**src/rtl/issue_ctrl.sv**
```systemverilog
// issue_ctrl: decode-stage issue/stall decision from a long-latency register scoreboard,
// divider occupancy and a post-control-transfer bubble counter.
module issue_ctrl #(
   parameter int CTRL_BUBBLES = 3
) (
   input  logic        clk,
   input  logic        reset_n,
   input  logic        run,
   input  logic        id_valid,
   input  logic [4:0]  id_rs1,
   input  logic [4:0]  id_rs2,
   input  logic        id_rs1_used,
   input  logic        id_rs2_used,
   input  logic [4:0]  id_rd,
   input  logic        id_reg_we,
   input  logic        id_long,
   input  logic        id_div,
   input  logic        id_ctrl,
   input  logic        wb_we,
   input  logic [4:0]  wb_rd,
   input  logic        div_ready,
   output logic        issue,
   output logic        stall,
   output logic [31:0] pending,
   output logic        div_busy,
   output logic        bubble,
   output logic [31:0] stall_count
);
   typedef enum logic {ISSUE, BUBBLE} state_t;
   localparam logic [2:0] NB = 3'(CTRL_BUBBLES);
   state_t      r_state;
   logic [2:0]  r_bcnt;
   logic [31:0] r_pending;
   logic        r_div_busy;
   logic [31:0] r_stall_count;
   logic        w_haz;
   logic        w_issue;
   logic        w_stall;
   logic [31:0] w_set;
   logic [31:0] w_clr;
   assign w_haz = (id_rs1_used & r_pending[id_rs1]) | (id_rs2_used & r_pending[id_rs2]) |
                  (id_reg_we & r_pending[id_rd]) | (id_div & r_div_busy);
   assign w_issue = reset_n & run & id_valid & (r_state == ISSUE) & ~w_haz;
   assign w_stall = id_valid & ~w_issue;
   // x0 is never marked; a set on the same bit as a clear wins because it is ORed in last
   assign w_set = (w_issue & id_reg_we & id_long & (id_rd != 5'd0)) ? 32'd1 << id_rd : 32'd0;
   assign w_clr = (wb_we & (wb_rd != 5'd0)) ? 32'd1 << wb_rd : 32'd0;
   always_ff @(posedge clk) begin
      if (!reset_n) begin
         r_state       <= ISSUE;
         r_bcnt        <= 3'd0;
         r_pending     <= 32'd0;
         r_div_busy    <= 1'b0;
         r_stall_count <= 32'd0;
      end else begin
         r_pending     <= (r_pending & ~w_clr) | w_set;
         r_div_busy    <= ~div_ready & (r_div_busy | (w_issue & id_div));
         r_stall_count <= r_stall_count + {31'd0, w_stall};
         if (r_state == ISSUE) begin
            if (w_issue & id_ctrl & (NB != 3'd0)) begin
               r_state <= BUBBLE;
               r_bcnt  <= NB;
            end
         end else if (run) begin
            r_bcnt <= r_bcnt - 3'd1;
            if (r_bcnt == 3'd1) r_state <= ISSUE;
         end
      end
   end
   assign issue       = w_issue;
   assign stall       = w_stall;
   assign pending     = r_pending;
   assign div_busy    = r_div_busy;
   assign bubble      = (r_state == BUBBLE);
   assign stall_count = r_stall_count;
endmodule

```
**config.mk**
```make
export PLATFORM = sky130hd
export DESIGN_NAME = issue_ctrl
export DESIGN_NICKNAME = d
export VERILOG_FILES = /design/src/rtl/issue_ctrl.sv
export SDC_FILE = /design/constraint.sdc
export NUM_CORES = 1
export LEC_CHECK = 0
export CAP_MARGIN = 20
export CORE_UTILIZATION = 40
export CTS_BUF_LIST = sky130_fd_sc_hd__clkbuf_16
export DETAILED_ROUTE_END_ITERATION = 7
export HOLD_SLACK_MARGIN = 0.12
export PLACE_DENSITY_LB_ADDON = 0.15
export SETUP_SLACK_MARGIN = 0.5
export SYNTH_ARGS = -nofsm -noshare
export SYNTH_HDL_FRONTEND = slang
export SYNTH_SLANG_ARGS = --single-unit
```
**constraint.sdc**
```tcl
create_clock -name clk -period 10.2 [get_ports clk]
set_clock_uncertainty 0.2 [all_clocks]
set_input_delay 2.04 -clock clk [delete_from_list [all_inputs] [get_ports clk]]
set_output_delay 2.04 -clock clk [all_outputs]
set_load 0.02 [all_outputs]
```
==> impl_metrics.toml, run 1 <==
[grt]
grt_pass1_vias = 3511
antenna_found_initial = 0
grt_pass1_wl_um = 18500
grtUsageMet3_pct = 4.38
grtUsageMet1_pct = 32.0
grt_usage_pct = 23.4
grt_max_degree = 75
globalRouteOverflowTotal = 0
grtUsageMet2_pct = 36.7
grt_busiest_layer = "met2"

[timing]
fin_crit_sh_pct = 77.3
fmax_ghz = 0.127
tightestPinTransition_ps = 964
period_minus_slack_ps = 7890
rsz0062_at_grt = "no"
setup_violations = 0
tns_ps = 0
hold_viol = 0
slew_violations = 0
hold_slack_ps = 290
max-slew-margin-rel_pct = 35.5

[yosys]
ys_warn_count = 0
synth_common_cells = "dfxtp_1, nand3_1, and2_1"
seq_area_frac_synth_pct = 34.2
synth_top_family_by_area = "simple AND/OR/NAND/NOR gates"
syn-mean-instance-area_um2 = 9.64
synth_top_area_share_pct = 34.2
yosysMostFrequentCell = "dfxtp_1"
synth_top_area_cell = "dfxtp_1"
ys_types = 47
async_reset_ff_share_pct = 0
synth_edf_count = 0
synth_area_leaders = "dfxtp_1, mux4_2, o211ai_1, and2_1, nand3_1"
syn_area_um2 = 4040
syn_nets = 455
synthAdderAreaFrac_pct = 1.24
synth_compound_area_share_pct = 15.4
yosys-mux-area-fraction_pct = 15.2
synth-seq-cells = 69
synthFlopType = "dfxtp_1"
synth_simple_gate_area_share_pct = 24.1
yosys.area_share.xor_xnor_pct = 5.64
synthCells = 419

[place]
dp.cells = 626
numPortBuffers = 99
dpl.hpwl_um = 8500
place_area_um2 = 5060
gp_congestion = 0.884

[status]
status = "finished, final reports clean"

[detailed_routing]
routedWlPerCell_um = 18.7
vias_per_cell = 5.87
dr.pass1.iters = 5
vias = 3772
drt-initial-drc-count = 251
wirelength_um = 12000
drc = 0
ant_nets = 0

[min_path]
hold_path_class = "reg2reg"

[floorplan]
io_pins = 100
num_rows = 36
die_y_um = 102
die_w_um = 102
start_util_pct = 41.3
die-area_um2 = 10500
core_area_um2 = 9770

[critical_path]
cp-end-kind = "primary output"
required_ps = 7960
startpoint_type = "input port"
r2r-start = "pending[11]"
critPathKind = "in2out"
startpoint = "id_rs1[0]"
crit_end = "stall"
crit_fanout = 33
reg2reg_to = "stall_count[24]"
arrival_ps = 5650
reg2reg_depth = 13
r2r_slack_ps = 5820

[finish]
antenna_cells = 0
layout.nets = 541
areaGrowthSynthToFinish_pct = 32.5
drive_above_1_share_pct = 10.0
fin_cells = 643
fin_area_um2 = 5350

[clock_network]
htree_levels = 3
cts_sinks = 69
cts_buffers = 9
path_clk_slew_ps = 60
hold_buffers = 0
cts_tree = "built"
clkLatencyLatePin_ps = 330
cts_buffer_depth = 2
post_cts_resized = 0
root_buffer = "clkbuf_16"
post_cts_buffers = 0

[run]
drv_cap = 0

[power_and_ir_drop]
irDropWorstVdd_uv = 64.9
powerDensity_nw_per_um2 = 120
power_leakage_nw = 1.81
power_mw = 0.640
-- metrics by stage --
step,setup slack [ps],util [%]
after floorplan,4150,-
after global placement,2420,51.7
after detailed placement,2330,51.7
after CTS,2320,54.7
after global routing,2100,54.8
final,2310,54.8
-- state kept, by name, summed over array words and instances, names as in the netlist --
register	count
pending	32
stall_count	32
r_bcnt	3
bubble	1
div_busy	1
-- critical path, stage by stage --
cell and delay (ps):
clkdlybuf4s50_1 710, mux4_2 560, nor2b_1 150, a211o_1 300, a41oi_4 810, nand4_1 280
and2_1 250, clkdlybuf4s50_1 530
-- how the worst min path moves through the flow --
stage	from	end	slack, ps	depth (start not counted)
floorplan	r_bcnt[0]	r_bcnt[0]	280	2
global placement	div_busy	div_busy	270	2
detailed placement	div_busy	div_busy	280	2
CTS	div_busy	div_busy	300	2
global route	div_busy	div_busy	320	2
finish	div_busy	div_busy	290	2
-- power by group --
group | switching (mW) | internal [mW]
registers | 0.00152 | 0.271
logic | 0.0328 | 0.0240
clock network | 0.123 | 0.188
total | 0.157 | 0.483
-- area by class of cell --
type | instances | area (µm²)
timing repair buffer | 101 | 998
clock buffer | 9 | 225
fill | 880 | 4420
inverter | 8 | 30.0
clock inverter | 7 | 66.3
sequential | 69 | 1380
tap | 133 | 166
multi-input combinational | 316 | 2480
-- metal layers --
metal	share of wire [%]	vias up
li1	-	1760
met2	47	167
met3	7.4	13
met5	0	-
met1	45	1832
met4	1.1	0
-- placed cells by master (no fill, tap or decap), types with 10 or more instances in the layout --
cell type and instances:
dfxtp_1 69, xnor2_1 19, mux4_2 24, nor2_1 12
o21ai_1 22, o211ai_1 27, and2_1 31, o21ai_0 18
nand3b_1 11, nand4_1 10, nand3_1 38, clkdlybuf4s50_1 98
nand2_1 19
-- cells by family (layout without fill, tap and decap cells) --
| kind of cell | count (synthesis) | after routing |
|---|---|---|
| AO/OA/AOI/OAI | 90 | 90 |
| XOR/XNOR | 26 | 26 |
| adder cells (fa/ha/maj) | 4 | 4 |
| buffers and inverters | 34 | 125 |
| flip-flops | 69 | 69 |
| multiplexers | 31 | 31 |
| AND/OR/NAND/NOR | 165 | 165 |
(Power assumes the default switching activity.)
==> run 2: changes to the inputs <==
==> constraint.sdc (replaced) <==
create_clock -name clk -period 7.05 [get_ports clk]
set_clock_uncertainty 0.2 [all_clocks]
set_input_delay 1.41 -clock clk [delete_from_list [all_inputs] [get_ports clk]]
set_output_delay 1.41 -clock clk [all_outputs]
set_load 0.02 [all_outputs]
==> impl_metrics.toml, run 2 (synthesis results as in run 1) <==
[status]
status = "finished, final reports clean"

[clock_network]
post_cts_buffers = 0
path_clk_slew_ps = 50
root_buffer = "clkbuf_16"
cts_buffers = 9
post_cts_resized = 0
cts_sinks = 69
clkLatencyLatePin_ps = 340
hold_buffers = 0
cts_buffer_depth = 2
htree_levels = 3
cts_tree = "built"

[place]
gp_congestion = 0.879
dpl_worst_slack_ps = 872
dp.cells = 628
numPortBuffers = 99
dpl.hpwl_um = 8440

[detailed_routing]
drt-initial-drc-count = 203
routedWlPerCell_um = 18.3
vias = 3725
ant_nets = 0
wirelength_um = 11800
dr.pass1.iters = 4
drc = 0
vias_per_cell = 5.78

[power_and_ir_drop]
powerDensity_nw_per_um2 = 173
power_leakage_nw = 1.82
power_switching_mw = 0.229
irDropWorstVdd_uv = 106
swShare_pct = 24.7
clock_power_share_pct = 48.7
combPwrFrac_pct = 8.9
p_int_mw = 0.699
pwr-share-seq_pct = 42.5
power_mw = 0.929

[floorplan]
die_y_um = 102
num_rows = 36
io_pins = 100
die-area_um2 = 10500
start_util_pct = 41.3
core_area_um2 = 9770
die_w_um = 102

[timing]
fin_crit_sh_pct = 86.8
hold_viol = 0
setup_violations = 0
tns_ps = 0
period_minus_slack_ps = 6120
tightestPinTransition_ps = 952
max-slew-margin-rel_pct = 36.0
fmax_ghz = 0.163
hold_slack_ps = 299
slew_violations = 0
rsz0062_at_grt = "no"
setup_ws_ps = 928

[grt]
grtUsageMet2_pct = 37.2
grtUsageMet1_pct = 31.6
antenna_found_initial = 0
grt_max_degree = 74
grt_busiest_layer = "met2"
grt_usage_pct = 23.5
grt_pass1_wl_um = 18400
globalRouteOverflowTotal = 0
grt_pass1_vias = 3484
grtUsageMet3_pct = 4.58

[finish]
regArea_um2 = 1380
multi_input_area_um2 = 2480
drive_above_1_share_pct = 10.5
layout.nets = 543
mostFrequentLayoutCells = "clkdlybuf4s50_1, dfxtp_1, nand3_1"
nFillCells = 890
antenna_cells = 0
final_common_cell = "clkdlybuf4s50_1"
areaGrowthSynthToFinish_pct = 32.9
fin_cells = 645

[critical_path]
critPathKind = "in2out"
r2r_slack_ps = 3230
startpoint_type = "input port"
required_ps = 5440
cp-end-kind = "primary output"
arrival_ps = 4510
crit_fanout = 9

[run]
drv_cap = 0

[min_path]
hold_path_class = "reg2reg"
run 2: power groups by stage:
stage	clock (mW)	combinational, mW	sequential (mW)
finish	0.452	0.0822	0.394
global placement	0	0.0811	0.403
CTS	0.458	0.0822	0.394
global route	0.476	0.0883	0.394
floorplan	0	0.0457	0.405
detailed placement	0	0.0820	0.403
run 2: worst paths after layout:
check / startpoint / end / cells past startpoint
min reg2reg: div_busy / div_busy / 2
min: div_busy / div_busy / 2
max reg2reg: pending[23] / stall_count[27] / 12
max: id_rs2[0] / stall / 8
run 2: layout make-up:
type                       count  area share [%]
tap                          133            3.10
timing repair buffer         103            18.9
clock buffer                   9            4.20
clock inverter                 7            1.24
sequential                    69            25.7
multi-input combinational    316            46.3
inverter                       8           0.559
run 2: critical path: stages:
cell	delay, ps
clkdlybuf4s50_1	790
mux4_2	570
mux4_2	490
nand2b_4	160
o311ai_4	90
nand4_1	220
and2_1	230
clkdlybuf4s50_1	540
run 2: through the flow:
stage	utilization, %	instance area [µm²]
floorplan	-	4040
global placement	51.9	5070
detailed placement	51.9	5070
CTS	54.9	5360
global route	54.9	5370
finish	54.9	5370
run 2: layer usage:
layer | share of wire (%) | routed length [µm] | vias up
li1 | - | - | 1757
met1 | 45 | 5310 | 1791
met2 | 47 | 5520 | 161
met3 | 6.6 | 781 | 16
met4 | 1.6 | 187 | 0
met5 | 0 | 0 | -
